## src/rtl/bft_leaf_interface_pkg.sv

```systemverilog
// Packet layout helpers and classification type shared by the leaf interface and the tree switches.
// A packet is [valid | dest | payload], MSB first.
package bft_leaf_interface_pkg;

    typedef enum logic [1:0] {
        PKT_VOID,
        PKT_DELIVER,
        PKT_BOUNCE
    } pkt_class_t;

    localparam int BOUNCE_CNT_W = 16;

    function automatic int pkt_valid_bit(input int p_sz);
        return p_sz - 1;
    endfunction

    function automatic int pkt_dest_hi(input int p_sz);
        return p_sz - 2;
    endfunction

    function automatic int pkt_dest_lo(input int payload_sz);
        return payload_sz;
    endfunction

endpackage

```

## src/rtl/bft_leaf_interface_fifo.sv

```systemverilog
// First-word-fall-through FIFO with synchronous reset.
// It accepts a push while full only if a pop happens in the same cycle.
module leaf_fifo #(
    parameter int width = 8,
    parameter int depth = 8
) (
    input  logic             clk,
    input  logic             reset,
    input  logic             push,
    input  logic [width-1:0] push_data,
    input  logic             pop,
    output logic [width-1:0] head,
    output logic             empty,
    output logic             full
);
    localparam int AW = $clog2(depth);
    localparam int CW = $clog2(depth + 1);
    localparam logic [CW-1:0] FULL_CNT = CW'(depth);

    logic [width-1:0] mem [depth];
    logic [AW-1:0]    wr_ptr_reg;
    logic [AW-1:0]    rd_ptr_reg;
    logic [CW-1:0]    count_reg;
    logic             do_push;
    logic             do_pop;

    assign empty   = (count_reg == '0);
    assign full    = (count_reg == FULL_CNT);
    assign do_pop  = pop && !empty;
    assign do_push = push && (!full || do_pop);
    assign head    = mem[rd_ptr_reg];

    // Power-of-two depth lets the pointers wrap by natural overflow.
    always_ff @(posedge clk) begin
        if (reset) begin
            wr_ptr_reg <= '0;
            rd_ptr_reg <= '0;
            count_reg  <= '0;
        end else begin
            if (do_push) wr_ptr_reg <= wr_ptr_reg + 1'b1;
            if (do_pop)  rd_ptr_reg <= rd_ptr_reg + 1'b1;
            count_reg <= count_reg + CW'(do_push) - CW'(do_pop);
        end
    end

    always_ff @(posedge clk) begin
        if (do_push && !reset) mem[wr_ptr_reg] <= push_data;
    end

endmodule

```

## src/rtl/bft_leaf_interface.sv

```systemverilog
// Leaf endpoint of a butterfly-fat-tree: delivers or deflects every incoming packet
// and injects client packets into free bus slots.
module bft_leaf_interface
    import bft_leaf_interface_pkg::*;
#(
    parameter int num_leaves = 256,
    parameter int payload_sz = 43,
    parameter logic [$clog2(num_leaves)-1:0] addr = '0,
    parameter int p_sz = 1 + $clog2(num_leaves) + payload_sz,
    parameter int tx_depth = 8,
    parameter int rx_depth = 8
) (
    input  logic                  clk,
    input  logic                  reset,
    input  logic [p_sz-1:0]       bus_i,
    output logic [p_sz-1:0]       bus_o,
    input  logic [p_sz-2:0]       tx_data,
    input  logic                  tx_valid,
    output logic                  tx_ready,
    output logic [payload_sz-1:0] rx_data,
    output logic                  rx_valid,
    input  logic                  rx_ready,
    output logic [BOUNCE_CNT_W-1:0] bounce_cnt
);
    localparam int VB = pkt_valid_bit(p_sz);
    localparam int DH = pkt_dest_hi(p_sz);
    localparam int DL = pkt_dest_lo(payload_sz);

    logic [p_sz-2:0]         tx_head;
    logic                    tx_empty, tx_full, tx_push, tx_pop;
    logic [payload_sz-1:0]   rx_head;
    logic                    rx_empty, rx_full, rx_push, rx_pop;
    pkt_class_t              pkt_class;
    logic [p_sz-1:0]         bus_next;
    logic [BOUNCE_CNT_W-1:0] bounce_cnt_reg;

    assign tx_ready   = !tx_full;
    assign tx_push    = tx_valid && !tx_full;
    assign rx_valid   = !rx_empty;
    assign rx_data    = rx_head;
    assign rx_pop     = rx_valid && rx_ready;
    assign bounce_cnt = bounce_cnt_reg;

    // The network cannot stall, so a packet we cannot store must go straight back out.
    always_comb begin
        pkt_class = PKT_VOID;
        if (bus_i[VB]) begin
            if (bus_i[DH:DL] == addr && (!rx_full || rx_pop))
                pkt_class = PKT_DELIVER;
            else
                pkt_class = PKT_BOUNCE;
        end
        rx_push  = (pkt_class == PKT_DELIVER);
        tx_pop   = (pkt_class != PKT_BOUNCE) && !tx_empty;
        bus_next = '0;
        if (pkt_class == PKT_BOUNCE)
            bus_next = bus_i;
        else if (tx_pop)
            bus_next = {1'b1, tx_head};
    end

    always_ff @(posedge clk) begin
        if (reset) begin
            bus_o          <= '0;
            bounce_cnt_reg <= '0;
        end else begin
            bus_o <= bus_next;
            if (pkt_class == PKT_BOUNCE && bounce_cnt_reg != '1)
                bounce_cnt_reg <= bounce_cnt_reg + 1'b1;
        end
    end

    leaf_fifo #(.width(p_sz - 1), .depth(tx_depth)) u_tx_fifo (
        .clk       (clk),
        .reset     (reset),
        .push      (tx_push),
        .push_data (tx_data),
        .pop       (tx_pop),
        .head      (tx_head),
        .empty     (tx_empty),
        .full      (tx_full)
    );

    leaf_fifo #(.width(payload_sz), .depth(rx_depth)) u_rx_fifo (
        .clk       (clk),
        .reset     (reset),
        .push      (rx_push),
        .push_data (bus_i[payload_sz-1:0]),
        .pop       (rx_pop),
        .head      (rx_head),
        .empty     (rx_empty),
        .full      (rx_full)
    );

endmodule

```

## config.mk

```make
export PLATFORM = sky130hd
export DESIGN_NAME = bft_leaf_interface
export DESIGN_NICKNAME = d
export VERILOG_FILES = /design/src/rtl/bft_leaf_interface_pkg.sv /design/src/rtl/bft_leaf_interface_fifo.sv /design/src/rtl/bft_leaf_interface.sv
export SDC_FILE = /design/constraint.sdc
export NUM_CORES = 1
export LEC_CHECK = 0
export CORE_MARGIN = 4
export CORE_UTILIZATION = 40
export DETAILED_ROUTE_END_ITERATION = 12
export PLACE_DENSITY = 0.65
export SETUP_SLACK_MARGIN = 0.02
export SYNTH_ARGS = -nofsm -noshare
export SYNTH_HDL_FRONTEND = slang
export SYNTH_SLANG_ARGS = --single-unit
export TNS_END_PERCENT = 20
```

## constraint.sdc

```tcl
create_clock -name clk -period 10.3 [get_ports clk]
set_input_delay 1.03 -clock clk [delete_from_list [all_inputs] [get_ports clk]]
set_output_delay 1.03 -clock clk [all_outputs]
set_load 0.02 [all_outputs]
```

==> out/results.txt, run 1 <==
Summing the areas of all compound-gate instances in the mapped netlist gives 2.127% of the synthesized area. TritonCTS built the clock tree. From synthesis to final layout, the design area changed by 20.05%. The first global-routing pass estimated 105100 µm of wire. The endpoint type of the worst setup path is a primary output. Of all flip-flops after synthesis, the portion carrying an async set or reset was 0%.

The overall power after layout is 8704 µW, and the net count after synthesis is 1579. Maximum number of buffers from clock root to sink: 3. The predominant post-synthesis flop cell is sky130_fd_sc_hd__edfxtp_1. The clock latency of the later-clocked register in the worst-skew pair is 630 ps, and the arrival time of the worst setup path is 3860 ps. Clock-pin slew was measured on the worst setup and hold paths at 60 ps.

The actual slew at the worst max-slew pin came out at 986.0 ps. The share of synthesized area in the top cell type comes to 70.97%. The final layout contains 1838 nets. During synthesis, Yosys emitted a total of 0 warnings.

In this run the worst hold path is classified as register to register. The detail route stage leaves a number of antenna-violating nets equal to 0. The tree built by TritonCTS fans out to 846 sinks. In this run the worst path has a maximum fanout of 48. The H-tree depth reported by CTS came out at 3.

The number of max-slew violations in the final report is 0, and the final core utilization is 48.43%. By area, the combinational part of the netlist is dominated by multiplexers. The flow ran to the end, and the final reports show no timing, DRC or antenna violations. The logs give 15036 for the via total after detailed routing and 2675 for the cell total after placement. The fraction of final layout cells with drive strength greater than 1 was 24.08%.

The initialized floorplan defines 103 standard-cell rows. The final worst-path cycle share was 47.44%; the width of the die was 290.0 µm. Layer with the highest usage: met2. Static timing analysis puts the maximum clock frequency at 0.2046 GHz.

Detailed placement finished with a half-perimeter wire length of 41100 µm. The critical path is of the register to primary output type. Synthesis produced a netlist whose cell count is 1454. Total DRC errors in the routed layout: 0.

The run gives 0.03182 mm² as the area of the mapped netlist. The standby leakage power came out at 0.01176 µW. Global routing used 16.70% of the available tracks. For the final standard cell count with taps included and fillers excluded, the log shows 2841. In this run, synthesis inferred 752 flip-flops with an integrated enable. The largest registers in the layout are u_tx_fifo.mem x408, u_rx_fifo.mem x344, bus_o x52.

The average instance in the mapped netlist occupies 21.88 µm². The met3 global-route usage is 3.459%. More flip-flops sit in one register than any other, and that register is u_tx_fifo.mem.

For the final hold slack, the log shows 510.1 ps. Using the TritonRoute via totals, the vias-per-cell ratio works out to 5.293. Clock skew on the completed layout was measured at 36.15 ps.

Dividing total power by cell area gives a power density of 227.9 mW/mm². IR analysis of the VDD net gives a maximum drop of 0.0001452 V. The final layout contains routed wiring with a total length of 70610 µm. The cts-stage hold buffer count was 0; the y dimension of the die was 290.0 µm. Data on the critical path is required at its endpoint by 9270 ps.

Buffers placed on the I/O ports in this run total 219. After Yosys synthesis, XOR and XNOR cells account for 0.4955% of the synthesized area. Setup violations remaining at the end of the flow were counted as 0. The floorplan step defined a die boundary enclosing 0.08412 mm².

Summed over all layers, the global routing overflow is 0. For the placeable core region, the log shows 0.07887 mm². The initial antenna violation count is 9. For this design the top-level I/O count stands at 220. Entering global routing, the biggest net connects 57 pins. The global routing met2 resource utilization came out at 27.72%.

STA classifies the critical path startpoint as a register. The setup total negative slack came out at 0 ps. The root buffer cell is sky130_fd_sc_hd__clkbuf_16. The worst path in the final design needs a cycle of 4887 ps, including I/O delays and setup. Fill cells in the final layout number 6440. The tools report the initial core utilization as 40.34%. By area the synthesized netlist is led by sky130_fd_sc_hd__edfxtp_1 (71%), sky130_fd_sc_hd__mux4_2 (13%), sky130_fd_sc_hd__dfxtp_1 (5.9%), sky130_fd_sc_hd__mux2i_1 (1.7%), sky130_fd_sc_hd__mux2_2 (1.5%). The number of different library cells used by synthesis comes to 43. Setup repair after global routing left no endpoint under its margin. Flip-flop count of the largest register, all copies and words added: 408.

The logs give 0 for the number of hold-slack violations in the final timing report and 1206 for the count of routing violations after the opening detailed-route iteration. Measured against its own limit, the worst slew margin works out to 34.27%. Sequential cells were found to cover 76.89% of the synthesized design area.

In the final routed layout, each cell accounts on average for 24.85 µm. The final weighted congestion of routability-driven global placement is 0.7573. The mux contribution to synthesized area is 16.53%, and the synthesized-area fraction occupied by and/or/nand/nor cells is 1.915%. The number of buffers inserted to repair setup after CTS is 0, and the number of search-and-repair iterations in the first detailed-routing pass is 5. Synthesis inferred 846 register bits.

The reported max-cap violation count was 0; the number of resized instances in the post-cts repair step was 0. The number of buffers created by CTS was 86. The largest area contributor in the synthesized netlist was sky130_fd_sc_hd__edfxtp_1. Of the total synthesized cell area, the portion taken by full adders, half adders and majority gates is 0.7550%. The met1 capacity usage during global routing was 22.24%; the via count of the first global-routing pass was 15983.
worst max-delay path, stage by stage, from the launching register on:
cell	delay, ps
sky130_fd_sc_hd__dfxtp_4	980
sky130_fd_sc_hd__buf_4	740
sky130_fd_sc_hd__mux4_2	600
sky130_fd_sc_hd__mux2_2	290
sky130_fd_sc_hd__clkdlybuf4s50_1	560
power breakdown:
group / leakage [µW] / total (µW) / switching (µW) / internal, µW
registers: 0.00755 / 4010 / 160 / 3850
logic: 0.00279 / 1590 / 747 / 840
clock network: 0.00141 / 3110 / 1270 / 1840
total: 0.0118 / 8700 / 2180 / 6530
synth_stat cells, drive strengths merged (9+ instances only):
cell     number
mux2i        54
xor2         11
nor2         39
ha           16
dfxtp        94
mux2         43
mux4        188
o2bb2ai      51
nand3         9
a21oi        14
nand4        10
clkbuf       41
inv          17
nand2        20
edfxtp      752
buf          33
cell type report:
class	instances	area, µm²	share of cell area, %
diodes	5	12.51	0.03276
clock buffers	118	2434	6.371
clock inverters	43	457.9	1.199
inverters	17	63.81	0.1671
multi-input cells	517	7051	18.46
flip-flops and latches	846	24480	64.10
well taps	1050	1314	3.439
repair buffers	245	2382	6.237
routing by layer:
metal | wire length (µm) | vias to the layer above
met5 | 55 | -
met4 | 1744 | 8
met3 | 3666 | 95
met2 | 35310 | 369
met1 | 29820 | 7999
li1 | - | 6565
final timing paths:
check | startpoint | end | slack (ps) | cells past startpoint
min reg2reg | bounce_cnt[15] | bounce_cnt[15] | 510 | 2
max | register | rx_data[3] | 5410 | 4
max reg2reg | u_rx_fifo.count_reg[2] | u_rx_fifo.mem[4][30] | 7060 | 9
min | bounce_cnt[15] | bounce_cnt[15] | 510 | 2
per-stage QoR:
step	area [µm²]	setup slack [ps]
3_3_place_gp	35290	5703
5_1_grt	38190	5069
3_5_place_dp	35290	5660
4_1_cts	38190	5188
6_report	38200	5413
2_1_floorplan	31820	2841
logic make-up after synthesis:
group | Yosys count
AOI/OAI and AO/OA | 77
xor gates and xnor gates | 18
adders and majority gates | 18
buffers and inverters | 91
DFF | 846
muxes | 285
and+or+nand+nor | 119
placed cells by master (no fill, tap or decap), types with 7 or more instances in the layout:
| cell | Yosys | final |
|---|---|---|
| sky130_fd_sc_hd__edfxtp_1 | 752 | 752 |
| sky130_fd_sc_hd__clkdlybuf4s50_1 | 0 | 218 |
| sky130_fd_sc_hd__mux4_2 | 188 | 188 |
| sky130_fd_sc_hd__dfxtp_1 | 94 | 88 |
| sky130_fd_sc_hd__clkbuf_16 | 0 | 87 |
| sky130_fd_sc_hd__mux2i_1 | 54 | 54 |
| sky130_fd_sc_hd__mux2_2 | 43 | 43 |
| sky130_fd_sc_hd__o2bb2ai_1 | 40 | 40 |
| sky130_fd_sc_hd__nor2_1 | 39 | 33 |
| sky130_fd_sc_hd__buf_4 | 0 | 26 |
| sky130_fd_sc_hd__nand2_1 | 20 | 20 |
| sky130_fd_sc_hd__clkbuf_1 | 40 | 17 |
| sky130_fd_sc_hd__inv_1 | 16 | 16 |
| sky130_fd_sc_hd__ha_1 | 16 | 16 |
| sky130_fd_sc_hd__clkinv_2 | 0 | 16 |
| sky130_fd_sc_hd__clkbuf_8 | 0 | 14 |
| sky130_fd_sc_hd__a21oi_1 | 13 | 13 |
| sky130_fd_sc_hd__xor2_1 | 11 | 11 |
| sky130_fd_sc_hd__o2bb2ai_2 | 11 | 11 |
| sky130_fd_sc_hd__nand4_1 | 10 | 10 |
| sky130_fd_sc_hd__clkinv_1 | 0 | 10 |
| sky130_fd_sc_hd__nand3_1 | 9 | 9 |
| sky130_fd_sc_hd__xnor2_1 | 7 | 7 |
| sky130_fd_sc_hd__bufinv_16 | 0 | 7 |
No activity file was read; power rests on OpenSTA's default activity.
==> inputs of run 2 (changes only) <==
- clock period: 10.3 -> 4.59 ns (I/O delays scaled with it)
==> run 2 against run 1 <==
Net effect:
- die area unchanged
- wire length decreased by 0.93%
- critical path depth unchanged
- setup slack got worse by 4400 ps
- critical endpoint is now rx_data[8]
- highest routed layer unchanged
- cell count increased by 0.28%
- sequential share of layout area decreased by 0.32 points
- global-route usage decreased by 0.16 points
- first-iteration DRC count increased by 1.3%
==> out/results.txt, run 2 (synthesis results as in run 1) <==
The via total after detailed routing came out at 14905 (-0.87%). The number of buffers created by CTS came out at 85 (-1.2%). The tools report the final weighted congestion of routability-driven global placement as 0.7534 (-0.51%).

Setup repair after global routing left no endpoint under its margin. Pin count of the biggest net entering global routing: 57 (unchanged). The clock transition time at the flip-flop clock pins of the worst setup and hold paths works out to 60 ps (about the same). The switching power is 4889 µW (+120%), and the stage delay of the slowest cell on the critical path is 720 ps (-260 ps).

The switching share of total power came out at 25.08% (+0.058 points). For the first-pass GRT wire length, the log shows 104300 µm (-0.70%). The initial antenna violation count came out at 9 (unchanged). The I/O pin count was 220 (unchanged); the count of input and output buffers was 219 (unchanged). The worst setup path is launched from a register.

The worst-case vdd ir drop was 0.0002636 V (+82%); the area growth from synthesis to final layout was 20.66%. The critical path data required time is 4130 ps (-5140 ps). The overall overflow remaining after global route is 0 (unchanged). The tools report the register-to-register setup slack as 1790 ps (-5270 ps). The cts-stage hold buffer count is 0 (unchanged), and the number of placement rows is 103 (unchanged).

The logs give 41980 µm (+2.1%) for the placed wire-length estimate after detailed placement and 0 (unchanged) for the setup violation total in the final timing report. The average via count per standard cell works out to 5.232 (-1.1%). The routed length per instance was 24.55 µm (-1.2%). Endpoint type of the worst setup path: a primary output. The total power divided by cell area was 507.9 mW/mm² (+120%). The y dimension of the die works out to 290.0 µm (unchanged). The tools report the placeable core region as 0.07887 mm² (unchanged). The remaining max-slew budget at the tightest pin is 33.19% (-1.1 points), and the clock latency of the later-clocked register in the worst-skew pair is 620 ps (about the same). The initial core utilization came out at 40.34% (unchanged).

Part of the power in registers: 46.0% (about the same). The number of buffers inserted to repair setup after CTS is 0 (unchanged). The flip-flop count of the largest register, all copies and words added is 408 (unchanged), and the final core utilization is 48.68% (+0.24 points). Leading cell type in the layout, fill and taps excluded: sky130_fd_sc_hd__edfxtp_1. Walking the worst path, the cells encountered are buf_12, mux4_2, mux2_2, clkdlybuf4s50_1.

For the die footprint, the log shows 0.08412 mm² (unchanged). The number of max-slew violations in the final report was 0 (unchanged); the width of the die was 290.0 µm (unchanged). The library cells used most frequently in the layout, excluding fill and tap cells, are sky130_fd_sc_hd__edfxtp_1 (752), sky130_fd_sc_hd__clkdlybuf4s50_1 (218), sky130_fd_sc_hd__mux4_2 (188).

The highest net fanout along the worst path came out at 32 (-33%). Largest register by flop count: u_tx_fifo.mem. The proportion of power drawn by combinational gates is 18.8% (+0.6 points), and the clock skew is 18.72 ps (-17.43 ps). The tools report the maximum number of buffers from clock root to sink as 3 (unchanged). The overall power after layout is 19500 µW (+120%), and the final critical path time including I/O delays and setup is 3594 ps. In this run the worst hold path is classified as primary input to register. The reported max-cap violation count was 0 (unchanged); the H-tree depth reported by CTS was 3 (unchanged). Total DRC errors in the routed layout: 0 (unchanged).

The setup total negative slack was 0 ps (unchanged). TritonCTS built the clock tree. The tools report the standby leakage power as 0.01180 µW (+0.33%).

The worst setup path is of the register to primary output kind. Actual slew at the worst max-slew pin: 999.8 ps (+13.80 ps). Timing would allow up to 0.2782 GHz. The tools report the number of hold-slack violations in the final timing report as 0 (unchanged).

The overall routing resource usage is 16.54% (-0.16 points). The final-stage net count is 1845 (+0.38%), and the internal portion of total power is 14610 µW (+120%). The number of resized instances in the post-cts repair step was 0 (unchanged).

For the clock share of power, the log shows 35.1% (-0.6 points). The tools report the number of nets with antenna violations after routing as 0 (unchanged). Length in cells of the worst reg-to-reg path: 9 (unchanged). The cell at the slowest stage of the critical path was sky130_fd_sc_hd__dfxtp_4. The via count of the first global-routing pass came out at 15711 (-1.7%). The count of routing violations after the opening detailed-route iteration was 1222 (+1.3%). The tree is rooted in a sky130_fd_sc_hd__clkbuf_16. Fraction of final layout cells with drive strength greater than 1: 23.80% (-0.28 points). The total wire length after detailed routing came out at 69950 µm (-0.93%). In the final layout, the registers with the most flip-flops are u_tx_fifo.mem x408, u_rx_fifo.mem x344, bus_o x52. The tools report the clock sink count as 846 (unchanged). The flow ran to the end, and the final reports show no timing, DRC or antenna violations. The number of search-and-repair iterations in the first detailed-routing pass is 5 (unchanged).

The arrival time of the worst setup path is 3140 ps (-720 ps), and the final worst-path cycle share is 78.31%. The hold-critical path depth came out at 2 (unchanged).
[run 2: critical path, delay by kind of cell (launching register included)]
family                 cells  cell delay (ps)
DFF                        1              720
muxes                      2              880
buffers and inverters      2              890
[run 2: stage by stage]
stage                     hold WS (ps)  area (µm²)  std cells  setup slack (ps)
final                            281.1       38390       2849             995.6
after global routing             269.8       38370       2841             806.8
after CTS                        236.5       38370       2840             870.3
after detailed placement         472.3       35590       2683              1102
after global placement           452.8       35590       2683              1137
after floorplan                  454.1       31820       1454             -2359
[run 2: final timing paths]
kind,start,endpoint
max,register,rx_data[8]
min,reset,u_tx_fifo.count_reg[3]
max reg2reg,u_rx_fifo.count_reg[2],bus_o[31]
min reg2reg,u_rx_fifo.rd_ptr_reg[1],register
[run 2: routing by layer]
layer / wire length [µm] / GRT usage, % / part of all wire, %
met1: 29580 / 22.16 / 42
met2: 35350 / 27.72 / 51
met3: 3660 / 3.444 / 5.2
met4: 1303 / 4.474 / 1.9
met5: 50 / 0 / 0.071
[run 2: final cells by class]
| cell class | count | area (µm²) |
|---|---|---|
| clock inverters | 34 | 392.9 |
| multi-input cells | 517 | 7051 |
| flip-flops and latches | 846 | 24480 |
| diodes | 9 | 22.52 |
| fillers | 6387 | 40480 |
| inverters | 17 | 63.81 |
| repair buffers | 253 | 2680 |
| well taps | 1050 | 1314 |
| clock buffers | 123 | 2384 |
[run 2: power by group through the flow]
stage | sequential (µW) | clock (µW) | combinational [µW]
2_1_floorplan | 8980 | 0 | 2500
3_3_place_gp | 9150 | 0 | 3710
3_5_place_dp | 9150 | 0 | 3740
4_1_cts | 8990 | 7010 | 3760
5_1_grt | 9020 | 7360 | 3960
6_report | 8970 | 6850 | 3680
